$ cat src/rtl/lane_pkg.sv
// Shared types, geometry constants and wrap helpers for the lane scheduler.
package lane_pkg;

   localparam int unsigned NUM_LANES    = 4;
   localparam int unsigned OBJS         = 4;
   localparam int unsigned TRACK_LEN    = 760;
   localparam int unsigned OBJ_W        = 80;
   localparam int unsigned LANE_Y_BASE  = 80;
   localparam int unsigned LANE_PITCH   = 40;
   localparam int unsigned LANE_STAGGER = 40;
   localparam int unsigned OBJ_SPACING  = TRACK_LEN / OBJS;
   localparam int unsigned POS_W        = 10;
   localparam int unsigned X_W          = 11;
   localparam int unsigned PERIOD_W     = 4;
   localparam int unsigned STEP_W       = 3;
   localparam int unsigned NOBJ_W       = 3;
   localparam int unsigned LEVEL_W      = 3;
   localparam int unsigned LANE_W       = 2;

   typedef logic [POS_W-1:0] pos_t;
   typedef logic [X_W-1:0]   xcoord_t;

   typedef enum logic [1:0] {
      S_IDLE  = 2'd0,
      S_SWEEP = 2'd1,
      S_DONE  = 2'd2
   } state_t;

   typedef struct packed {
      logic [PERIOD_W-1:0] period;
      logic [STEP_W-1:0]   step;
      logic                dir;
      logic [NOBJ_W-1:0]   nobj;
   } lane_cfg_t;

   // Staggered start layout so lanes do not line up vertically.
   function automatic pos_t init_pos(input int unsigned lane, input int unsigned obj);
      return POS_W'(lane * LANE_STAGGER + obj * OBJ_SPACING);
   endfunction

   // Shift into screen space; p < OBJ_W wraps to the top of the 11-bit range.
   function automatic xcoord_t to_x(input pos_t p);
      return X_W'({1'b0, p}) - X_W'(OBJ_W);
   endfunction

   function automatic logic [NOBJ_W-1:0] sat_nobj(input logic [NOBJ_W-1:0] n);
      return (n > NOBJ_W'(OBJS)) ? NOBJ_W'(OBJS) : n;
   endfunction

endpackage

$ cat src/rtl/lane_scheduler_if.sv
// Control/config inputs and object position outputs of the lane scheduler.
interface lane_scheduler_if;
   import lane_pkg::*;

   logic                                        Frame_Clk;
   logic                                        Run;
   logic                                        Load;
   logic [LEVEL_W-1:0]                          Level;
   logic [NUM_LANES-1:0][PERIOD_W-1:0]          Lane_Period;
   logic [NUM_LANES-1:0][STEP_W-1:0]            Lane_Step;
   logic [NUM_LANES-1:0]                        Lane_Dir;
   logic [NUM_LANES-1:0][NOBJ_W-1:0]            Lane_Obj_Cfg;
   logic [NUM_LANES-1:0][OBJS-1:0][X_W-1:0]     Obj_X;
   logic [NUM_LANES-1:0][OBJS-1:0][X_W-1:0]     Obj_Y;
   logic [NUM_LANES-1:0][NOBJ_W-1:0]            Lane_Num_Obj;
   logic                                        Busy;
   logic                                        Update_Done;

   modport master (
      output Frame_Clk, Run, Load, Level, Lane_Period, Lane_Step, Lane_Dir, Lane_Obj_Cfg,
      input  Obj_X, Obj_Y, Lane_Num_Obj, Busy, Update_Done
   );

   modport slave (
      input  Frame_Clk, Run, Load, Level, Lane_Period, Lane_Step, Lane_Dir, Lane_Obj_Cfg,
      output Obj_X, Obj_Y, Lane_Num_Obj, Busy, Update_Done
   );

endinterface

$ cat src/rtl/lane_step.sv
// Single-object move on the circular track: q = p +/- step, wrapped into 0..TRACK_LEN-1.
module lane_step
   import lane_pkg::*;
(
   input  pos_t              p,
   input  logic [STEP_W-1:0] step,
   input  logic              dir,
   output pos_t              q_c
);

   localparam int unsigned SUM_W = POS_W + 1;

   logic [SUM_W-1:0] sum;

   always_comb begin
      sum = SUM_W'({1'b0, p}) + SUM_W'(step);
      q_c = p;
      if (dir) begin
         if (sum >= SUM_W'(TRACK_LEN)) q_c = POS_W'(sum - SUM_W'(TRACK_LEN));
         else                          q_c = POS_W'(sum);
      end else begin
         if (p < POS_W'(step)) q_c = p + POS_W'(TRACK_LEN) - POS_W'(step);
         else                  q_c = p - POS_W'(step);
      end
   end

endmodule

$ cat src/rtl/lane_scheduler.sv
// Per-frame lane sweep: one lane per cycle, speed-divided moves on a circular track.
// Optional build macro LANE_SPEEDUP_EN: effective period is reduced by Level (saturating at 0).
module lane_scheduler
   import lane_pkg::*;
(
   input logic             Clk,
   input logic             Reset_n,
   lane_scheduler_if.slave bus
);

   state_t              state, state_d;
   logic [LANE_W-1:0]   lane, lane_d;
   logic                pending, pending_d;
   logic                sample, prev;
   logic                tick, tick_go;
   logic                busy, update_done;
   lane_cfg_t           cfg        [NUM_LANES];
   logic [PERIOD_W-1:0] cnt        [NUM_LANES];
   logic [PERIOD_W-1:0] eff_period [NUM_LANES];
   pos_t                pos        [NUM_LANES][OBJS];
   pos_t                q_next     [OBJS];
   xcoord_t             obj_x      [NUM_LANES][OBJS];

   // Frame clock edge detect
   always_ff @(posedge Clk or negedge Reset_n) begin
      if (!Reset_n) begin
         sample <= 1'b0;
         prev   <= 1'b0;
      end else begin
         sample <= bus.Frame_Clk;
         prev   <= sample;
      end
   end

   assign tick    = sample & ~prev;
   assign tick_go = tick & bus.Run;

`ifdef LANE_SPEEDUP_EN
   always_comb begin
      for (int l = 0; l < NUM_LANES; l++) begin
         eff_period[l] = '0;
         if (cfg[l].period > PERIOD_W'(bus.Level))
            eff_period[l] = cfg[l].period - PERIOD_W'(bus.Level);
      end
   end
`else
   logic unused_level;
   assign unused_level = ^bus.Level;

   always_comb begin
      for (int l = 0; l < NUM_LANES; l++) eff_period[l] = cfg[l].period;
   end
`endif

   for (genvar k = 0; k < OBJS; k++) begin : g_step
      lane_step u_step (
         .p    (pos[lane][k]),
         .step (cfg[lane].step),
         .dir  (cfg[lane].dir),
         .q_c  (q_next[k])
      );
   end

   always_ff @(posedge Clk or negedge Reset_n) begin
      if (!Reset_n) begin
         state       <= S_IDLE;
         lane        <= '0;
         pending     <= 1'b0;
         busy        <= 1'b0;
         update_done <= 1'b0;
      end else begin
         state       <= state_d;
         lane        <= lane_d;
         pending     <= pending_d;
         busy        <= (state_d != S_IDLE);
         update_done <= (state_d == S_DONE);
      end
   end

   // Load overrides everything; a tick arriving mid-sweep is held one-deep
   always_comb begin
      state_d   = state;
      lane_d    = lane;
      pending_d = pending;
      if (bus.Load) begin
         state_d   = S_IDLE;
         lane_d    = '0;
         pending_d = 1'b0;
      end else begin
         case (state)
            S_IDLE: begin
               if (tick_go) begin
                  state_d = S_SWEEP;
                  lane_d  = '0;
               end
            end
            S_SWEEP: begin
               if (tick_go) pending_d = 1'b1;
               if (lane == LANE_W'(NUM_LANES - 1)) state_d = S_DONE;
               else                                lane_d  = lane + LANE_W'(1);
            end
            S_DONE: begin
               if (pending || tick_go) begin
                  state_d   = S_SWEEP;
                  lane_d    = '0;
                  pending_d = 1'b0;
               end else begin
                  state_d   = S_IDLE;
               end
            end
            default: state_d = S_IDLE;
         endcase
      end
   end

   // Positions, divider counters and latched config
   always_ff @(posedge Clk or negedge Reset_n) begin
      if (!Reset_n) begin
         for (int l = 0; l < NUM_LANES; l++) begin
            cfg[l] <= '0;
            cnt[l] <= '0;
            for (int k = 0; k < OBJS; k++) begin
               pos[l][k]   <= init_pos(l, k);
               obj_x[l][k] <= to_x(init_pos(l, k));
            end
         end
      end else if (bus.Load) begin
         for (int l = 0; l < NUM_LANES; l++) begin
            cfg[l].period <= bus.Lane_Period[l];
            cfg[l].step   <= bus.Lane_Step[l];
            cfg[l].dir    <= bus.Lane_Dir[l];
            cfg[l].nobj   <= sat_nobj(bus.Lane_Obj_Cfg[l]);
            cnt[l]        <= '0;
            for (int k = 0; k < OBJS; k++) begin
               pos[l][k]   <= init_pos(l, k);
               obj_x[l][k] <= to_x(init_pos(l, k));
            end
         end
      end else if (state == S_SWEEP) begin
         if (cnt[lane] >= eff_period[lane]) begin
            cnt[lane] <= '0;
            for (int k = 0; k < OBJS; k++) begin
               pos[lane][k]   <= q_next[k];
               obj_x[lane][k] <= to_x(q_next[k]);
            end
         end else begin
            cnt[lane] <= cnt[lane] + PERIOD_W'(1);
         end
      end
   end

   always_comb begin
      for (int l = 0; l < NUM_LANES; l++) begin
         bus.Lane_Num_Obj[l] = cfg[l].nobj;
         for (int k = 0; k < OBJS; k++) begin
            bus.Obj_X[l][k] = obj_x[l][k];
            bus.Obj_Y[l][k] = X_W'(LANE_Y_BASE + l * LANE_PITCH);
         end
      end
   end

   assign bus.Busy        = busy;
   assign bus.Update_Done = update_done;

endmodule

$ cat src/flat_wrapper.sv
// flat-port wrapper written by rule: the top's interface ports become plain ports
module lane_scheduler_flat import lane_pkg::*;
  (Clk, Reset_n, bus_Frame_Clk, bus_Run, bus_Load, bus_Level, bus_Lane_Period, bus_Lane_Step, bus_Lane_Dir, bus_Lane_Obj_Cfg, bus_Obj_X, bus_Obj_Y, bus_Lane_Num_Obj, bus_Busy, bus_Update_Done);
  lane_scheduler_if bus_i ();
  input logic Clk;
  input logic Reset_n;
  input wire logic [$bits(bus_i.Frame_Clk)-1:0] bus_Frame_Clk;
  input wire logic [$bits(bus_i.Run)-1:0] bus_Run;
  input wire logic [$bits(bus_i.Load)-1:0] bus_Load;
  input wire logic [$bits(bus_i.Level)-1:0] bus_Level;
  input wire logic [$bits(bus_i.Lane_Period)-1:0] bus_Lane_Period;
  input wire logic [$bits(bus_i.Lane_Step)-1:0] bus_Lane_Step;
  input wire logic [$bits(bus_i.Lane_Dir)-1:0] bus_Lane_Dir;
  input wire logic [$bits(bus_i.Lane_Obj_Cfg)-1:0] bus_Lane_Obj_Cfg;
  output wire logic [$bits(bus_i.Obj_X)-1:0] bus_Obj_X;
  output wire logic [$bits(bus_i.Obj_Y)-1:0] bus_Obj_Y;
  output wire logic [$bits(bus_i.Lane_Num_Obj)-1:0] bus_Lane_Num_Obj;
  output wire logic [$bits(bus_i.Busy)-1:0] bus_Busy;
  output wire logic [$bits(bus_i.Update_Done)-1:0] bus_Update_Done;
  assign bus_i.Frame_Clk = bus_Frame_Clk;
  assign bus_i.Run = bus_Run;
  assign bus_i.Load = bus_Load;
  assign bus_i.Level = bus_Level;
  assign bus_i.Lane_Period = bus_Lane_Period;
  assign bus_i.Lane_Step = bus_Lane_Step;
  assign bus_i.Lane_Dir = bus_Lane_Dir;
  assign bus_i.Lane_Obj_Cfg = bus_Lane_Obj_Cfg;
  assign bus_Obj_X = bus_i.Obj_X;
  assign bus_Obj_Y = bus_i.Obj_Y;
  assign bus_Lane_Num_Obj = bus_i.Lane_Num_Obj;
  assign bus_Busy = bus_i.Busy;
  assign bus_Update_Done = bus_i.Update_Done;
  lane_scheduler u_core (.Clk(Clk), .Reset_n(Reset_n), .bus(bus_i));
endmodule
$ cat config.mk
export PLATFORM = sky130hd
export DESIGN_NAME = lane_scheduler_flat
export DESIGN_NICKNAME = d
export VERILOG_FILES = /design/src/rtl/lane_pkg.sv /design/src/rtl/lane_scheduler_if.sv /design/src/rtl/lane_step.sv /design/src/rtl/lane_scheduler.sv /design/src/flat_wrapper.sv
export SDC_FILE = /design/constraint.sdc
export NUM_CORES = 1
export LEC_CHECK = 0
export CAP_MARGIN = 20
export CORE_UTILIZATION = 40
export CTS_CLUSTER_DIAMETER = 50
export DETAILED_ROUTE_END_ITERATION = 7
export PLACE_DENSITY = 0.67
export REMOVE_ABC_BUFFERS = 1
export SKIP_CTS_REPAIR_TIMING = 1
export SYNTH_ARGS = -nofsm -noshare
export SYNTH_HDL_FRONTEND = slang
export SYNTH_SLANG_ARGS = --single-unit
$ cat constraint.sdc
create_clock -name Clk -period 5.83 [get_ports Clk]
set_input_delay 1.166 -clock Clk [delete_from_list [all_inputs] [get_ports Clk]]
set_output_delay 1.166 -clock Clk [all_outputs]
set_load 0.01 [all_outputs]
==> key figures, run 1 <==
Worst setup path
  • Critical-path top delay cell: dfrtp_4
  • Critical path data arrival time: 5.97 ns
  • Crit end category: flip-flop
  • CP max stage delay: 0.57 ns
  • CP top delay family: compound AO/OA/AOI/OAI gates
  • WP buf/inv: 2
  • Most frequent CP cell: xor2_1
  • Crit-path max FO: 8
  • Critical Path RT: 6.25 ns
  • Critical path type: reg2reg
  • CP Launch Type: flip-flop
  • Critical path, cell by cell: mux4_2, inv_1, buf_4, fa_1, o21bai_1, and2_1, xor2_1, ha_1, o2bb2ai_1, a31oi_4, nor4_1, a211oi_2, a21boi_2, xor2_1, o21ai_0

Floorplan
  • DIE WIDTH: 231 um
  • Die area: 53600 um2
  • Die extent in y: 231 um
  • Initial cell density of the core: 40.7%
  • Core Area: 51700 um2
  • Boundary Pins: 418
  • Cell row count: 83

Cells and area
  • FILL cells: 4739
  • Share of layout cells above drive strength 1: 19.3%
  • Final instance area: 24600 um2
  • Layout Area Growth over Synthesis: 16.8%
  • N_diodes: 0
  • Footprint of the multi-input gates: 10500 um2
  • Finished Core Util: 47.6%
  • Reg area: 8680 um2
  • Final nets: 2316

Synthesis
  • Synth async-reset ratio: 100%
  • Yosys cell types: 120
  • Count leader, synth: buf_4
  • Cell area after synthesis: 21100 um2
  • Post-synth EDFFs: 0
  • Top cell type's share of synthesized area: 27.0%
  • Post-Synthesis Cells: 2052
  • Yosys warns: 0
  • Cell type with the largest total area after synthesis: dfrtp_1
  • Sequential share of the synthesized area: 41.2%
  • Synth cell count leaders: 254 x buf_4, 227 x dfrtp_1, 209 x nand2_1, 143 x nor2_1, 114 x dfstp_2
  • Yosys reg bits: 341
  • Mapped Avg Cell Area: 10.3 um2
  • Primary FF master, synth: dfrtp_1
  • Top cells by area, synth: dfrtp_1 27%, dfstp_2 14%, buf_4 9.1%, mux4_2 5.1%, nand2_1 3.7%

Power
  • P per Cell Area: 267 nW/um2
  • Tot Pwr: 6.57 mW
  • Leakage: 10.2 nW
  • Maximum vdd drop: 0.000198 V

CTS
  • Clock Tree Root: clkbuf_16
  • Clock slew at reported path FFs: 0.06 ns
  • Clk buf depth: 3
  • CTS tree: done
  • H-tree depth: 2
  • Clock Latency Late Sink: 0.58 ns
  • Clk sinks: 341
  • CTS buffer count: 44

Drt
  • WL met3: 4.19 mm
  • Antenna-violating nets left: 0
  • DRT iter0 DRCs: 1093
  • Metal-1 WL: 26.4 mm
  • Vias: 15700
  • DRC violations left: 0
  • Drt wl/cell: 21.2 um
  • DRT Pass-1 Iters: 8
  • Drt total wl: 61.5 mm
  • WL met2: 29.4 mm
  • Vias per cell: 5.42
  • Top Layer Used: met4

Placed design
  • Detailed Place HPWL: 40.8 mm
  • Pre-CTS setup slack: 0.239 ns
  • Placed Area: 23100 um2
  • Global placement routability congestion: 0.928
  • IO buf count: 238

Global routing
  • Initial antenna violation count: 0
  • Pin count of the biggest net entering global routing: 134
  • Aggregate global routing overflow: 0
  • First-pass GRT wire length: 94.4 mm
  • GRT Total Usage: 22.9%
  • Vias in the first global route: 15700

Outcome
  • Result of the run: complete, no violations

STA
  • Fmax: 0.180 GHz
  • Max transition margin: 33.3%
  • RSZ-0062 raised after global routing: false
  • Clock Skew: 0.0168 ns
  • Final Cycle Share: 95.2%
  • Slew @ Worst Pin: 1.00 ns
  • Endpoints failing setup: 0
  • Final Hold Fails: 0
  • Post-route setup slack: 0.282 ns
  • Min Tclk post-route: 5.55 ns
  • Slew Viols, Final: 0

Min path
  • Hold WC Path Type: reg2reg

Run
  • Max-capacitance violation count: 0
==> final timing paths <==
path | cells after the start | slack [ns] | to | from
worst max-delay path | 15 | 0.28 | u_core.bus.Obj_X[117] | u_core.lane[0]
worst min-delay path | 0 | 0.37 | u_core.prev | u_core.sample
worst max register to register | 15 | 0.28 | u_core.bus.Obj_X[117] | u_core.lane[0]
worst min register to register | 0 | 0.37 | u_core.prev | u_core.sample
max in group asynchronous | 2 | 3.92 | u_core.cfg[10] | Reset_n
min in group asynchronous | 1 | 0.74 | u_core.bus.Obj_X[82] | Reset_n
==> sequential cells by signal (all words and copies together) (netlist names) <==
signal                   cells
u_core.pending               1
u_core.pos                  96
u_core.state                 2
u_core.cfg                  32
u_core.bus.Lane_Num_Obj     12
u_core.lane                  2
u_core.sample                1
u_core.bus.Update_Done       1
u_core.bus.Busy              1
u_core.bus.Obj_X           176
u_core.cnt                  16
u_core.prev                  1
==> final cells by class <==
cell class	count	share of cell area (%)
multi-input cells	1453	42.7
flip-flops and latches	341	35.3
repair buffers	279	11.4
clock buffers	61	5.15
well taps	680	3.46
inverters	68	1.05
clock inverters	21	0.945
==> stage by stage <==
| stage | instances | setup TNS [ns] | hold slack [ns] |
|---|---|---|---|
| after floorplan | 1862 | -63.30 | 0.354 |
| final | 2903 | 0 | 0.375 |
| after CTS | 2901 | 0 | 0.377 |
| after global routing | 2903 | 0 | 0.380 |
| after detailed placement | 2819 | 0 | 0.364 |
| after global placement | 2819 | 0 | 0.355 |
==> cells in the final DEF (no fill, tap or decap), drive strengths merged, types with 11 or more instances in the layout <==
master           n
fa              16
and2            12
a22o            47
a21oi           96
conb           176
nand2          210
o21ai          142
mux4            49
clkdlybuf4s50  236
and3            14
dfstp          114
nor2b           12
dfrtp          227
o21a            18
o22a            55
a21o            11
clkbuf          61
xor2            17
nor3            28
clkinv          13
o211ai          12
buf             43
inv             70
mux2            45
ha              61
nand3           37
a31oi           17
xnor2           63
nand2b          11
nor2           148
==> cell families after synthesis <==
family	after synthesis	synth area share [%]
compound gates	487	16.7
xor+xnor	80	3.70
fa+ha+maj	77	5.14
buf+inv	432	12.7
flops	341	41.2
mux	104	8.19
other cells	2	0.0356
simple gates	529	12.4
==> where the power goes <==
part           switching (mW)  total (mW)  internal, mW  leakage, nW
Combinational           0.860        1.33         0.468         5.18
Clock                    1.11        2.78          1.67        0.735
Sequential             0.0325        2.46          2.43         4.27
Total                    2.00        6.57          4.57         10.2
==> metal layers <==
metal / vias up / global-route usage, %
met4: 0 / 7.39
met5: - / 0
met1: 7972 / 30.4
met3: 94 / 4.77
li1: 7067 / -
met2: 615 / 37.3
No activity file was read; power rests on OpenSTA's default activity.
==> run 2: changes to the inputs <==
ABC_CLOCK_PERIOD_IN_PS = 5830   (was default)
CORE_UTILIZATION = 35   (was 40)
PLACE_DENSITY = default   (was 0.67)
==> key figures, run 2 (synthesized netlist as in run 1, its figures left out) <==
Outcome
  • Result of the run: finished with violations
  • Failing checks: design-rule violations

Power
  • Leakage: 10.2 nW
  • Maximum vdd drop: 0.000178 V
  • P per Cell Area: 264 nW/um2

Cells and area
  • Largest register FFs: 176
  • Layout Cells excl Fill: 3006
  • Layout Area Growth over Synthesis: 17.4%
  • Finished Core Util: 41.7%
  • N_diodes: 0
  • Leading cell type in the layout, fill and taps excluded: clkdlybuf4s50_1
  • Commonest cells after routing, fill and taps aside: 236 x clkdlybuf4s50_1, 225 x dfrtp_1, 205 x nand2_1
  • Final nets: 2326
  • Share of layout cells above drive strength 1: 19.5%
  • FILL cells: 5599

Run
  • Max-capacitance violation count: 0

CTS
  • Clk sinks: 341
  • Clk buf depth: 3
  • Clock Latency Late Sink: 0.58 ns
  • CTS buffer count: 46
  • H-tree depth: 2
  • Clock slew at reported path FFs: 0.06 ns
  • CTS tree: done
  • Clock Tree Root: clkbuf_16

STA
  • Hold slack: 0.375 ns
  • Clock Skew: 0.0177 ns
  • Post-route setup slack: 0.438 ns
  • Final Cycle Share: 92.5%
  • Endpoints failing setup: 0
  • Slew @ Worst Pin: 1.06 ns
  • Setup TNS Final: 0 ns
  • Min Tclk post-route: 5.39 ns
  • Slew Viols, Final: 0
  • Fmax: 0.185 GHz
  • Final Hold Fails: 0
  • RSZ-0062 raised after global routing: false
  • Max transition margin: 29.5%

Drt
  • Antenna-violating nets left: 0
  • DRT Pass-1 Iters: 8
  • Drt total wl: 63.1 mm
  • Vias: 15700
  • DRC violations left: 34
  • DRT iter0 DRCs: 1154
  • Vias per cell: 5.23
  • Drt wl/cell: 21.0 um

Placed design
  • Cell count after placement: 2921
  • Detailed Place HPWL: 43.1 mm
  • IO buf count: 238
  • Pre-CTS setup slack: 0.333 ns
  • Global placement routability congestion: 0.863

Floorplan
  • Boundary Pins: 418
  • Initial cell density of the core: 35.6%
  • DIE WIDTH: 247 um
  • Die area: 61200 um2
  • Core Area: 59200 um2
  • Cell row count: 89
  • Die extent in y: 247 um

Min path
  • Hold WC Path Type: reg2reg

Global routing
  • Aggregate global routing overflow: 0
  • Most Crowded Layer GR: met2
  • Met3 global-route usage: 3.68%
  • GRT Total Usage: 20.5%
  • Met1 GRT Util: 26.9%
  • Vias in the first global route: 15700
  • Initial antenna violation count: 1
  • Met2 usage: 34.5%
  • Pin count of the biggest net entering global routing: 122
  • First-pass GRT wire length: 95.9 mm

Worst setup path
  • CP Launch Type: flip-flop
  • Critical path type: reg2reg
  • CP max stage delay: 0.66 ns
  • Critical path, cell by cell: mux4_2, clkinvlp_4, ha_1, buf_4, o21bai_1, nand2_1, xnor2_1, ha_1, nand2_1, mux2i_1, o22ai_2, o211ai_4, a21oi_1, or3_1, o21bai_4, nand2_1, xor2_1, o21ai_0
  • Most frequent CP cell: nand2_1
  • Critical path data arrival time: 5.83 ns
  • Critical Path RT: 6.27 ns
  • Crit-path max FO: 13
  • Critical-path top delay cell: mux4_2
  • Crit end category: flip-flop
-- run 2: worst paths after layout --
check	slack, ns	cells after the start	startpoint	end
worst max-delay path	0.44	18	u_core.lane[0]	u_core.bus.Obj_X[129]
worst min-delay path	0.37	0	u_core.sample	u_core.prev
worst max register to register	0.44	18	u_core.lane[0]	u_core.bus.Obj_X[129]
worst min register to register	0.37	0	u_core.sample	u_core.prev
max in group asynchronous	3.93	2	Reset_n	u_core.lane[0]
min in group asynchronous	0.66	1	Reset_n	u_core.bus.Obj_X[105]
-- run 2: cell type report --
| cell class | count | area, um2 | share of cell area, % |
|---|---|---|---|
| timing repair buffer | 287 | 2850 | 11.5 |
| inverter | 68 | 259 | 1.05 |
| sequential | 341 | 8680 | 35.1 |
| multi-input combinational | 1453 | 10500 | 42.5 |
| tap | 773 | 967 | 3.91 |
| clock buffer | 65 | 1260 | 5.11 |
| clock inverter | 19 | 199 | 0.804 |
-- run 2: where the power goes --
group	internal, mW	leakage, nW	switching [mW]
Sequential	2.43	4.27	0.0331
Combinational	0.481	5.20	0.856
Clock	1.62	0.709	1.11
Total	4.53	10.2	2.00
-- run 2: stage by stage --
| step | instance area (um2) | power, mW |
|---|---|---|
| final | 24700 | 6.52 |
| after global routing | 24700 | 6.81 |
| after CTS | 24700 | 6.58 |
| after detailed placement | 23200 | 3.83 |
| after global placement | 23200 | 3.80 |
| after floorplan | 19300 | 3.34 |
-- run 2: critical path, delay by kind of cell, from the launching register on --
family,cells,cell delay (ns)
buffers and inverters,2,0.52
adder cells (fa/ha/maj),2,0.69
AO/OA/AOI/OAI,6,1.13
multiplexers,2,0.97
AND/OR/NAND/NOR,4,0.84
XOR/XNOR,2,0.47
flip-flops,1,0.63
-- run 2: per-layer routing --
layer	share of wire, %	vias to the layer above
met2	49	573
met5	0	-
met1	42	7968
met4	2.2	0
li1	-	7090
met3	6.4	88
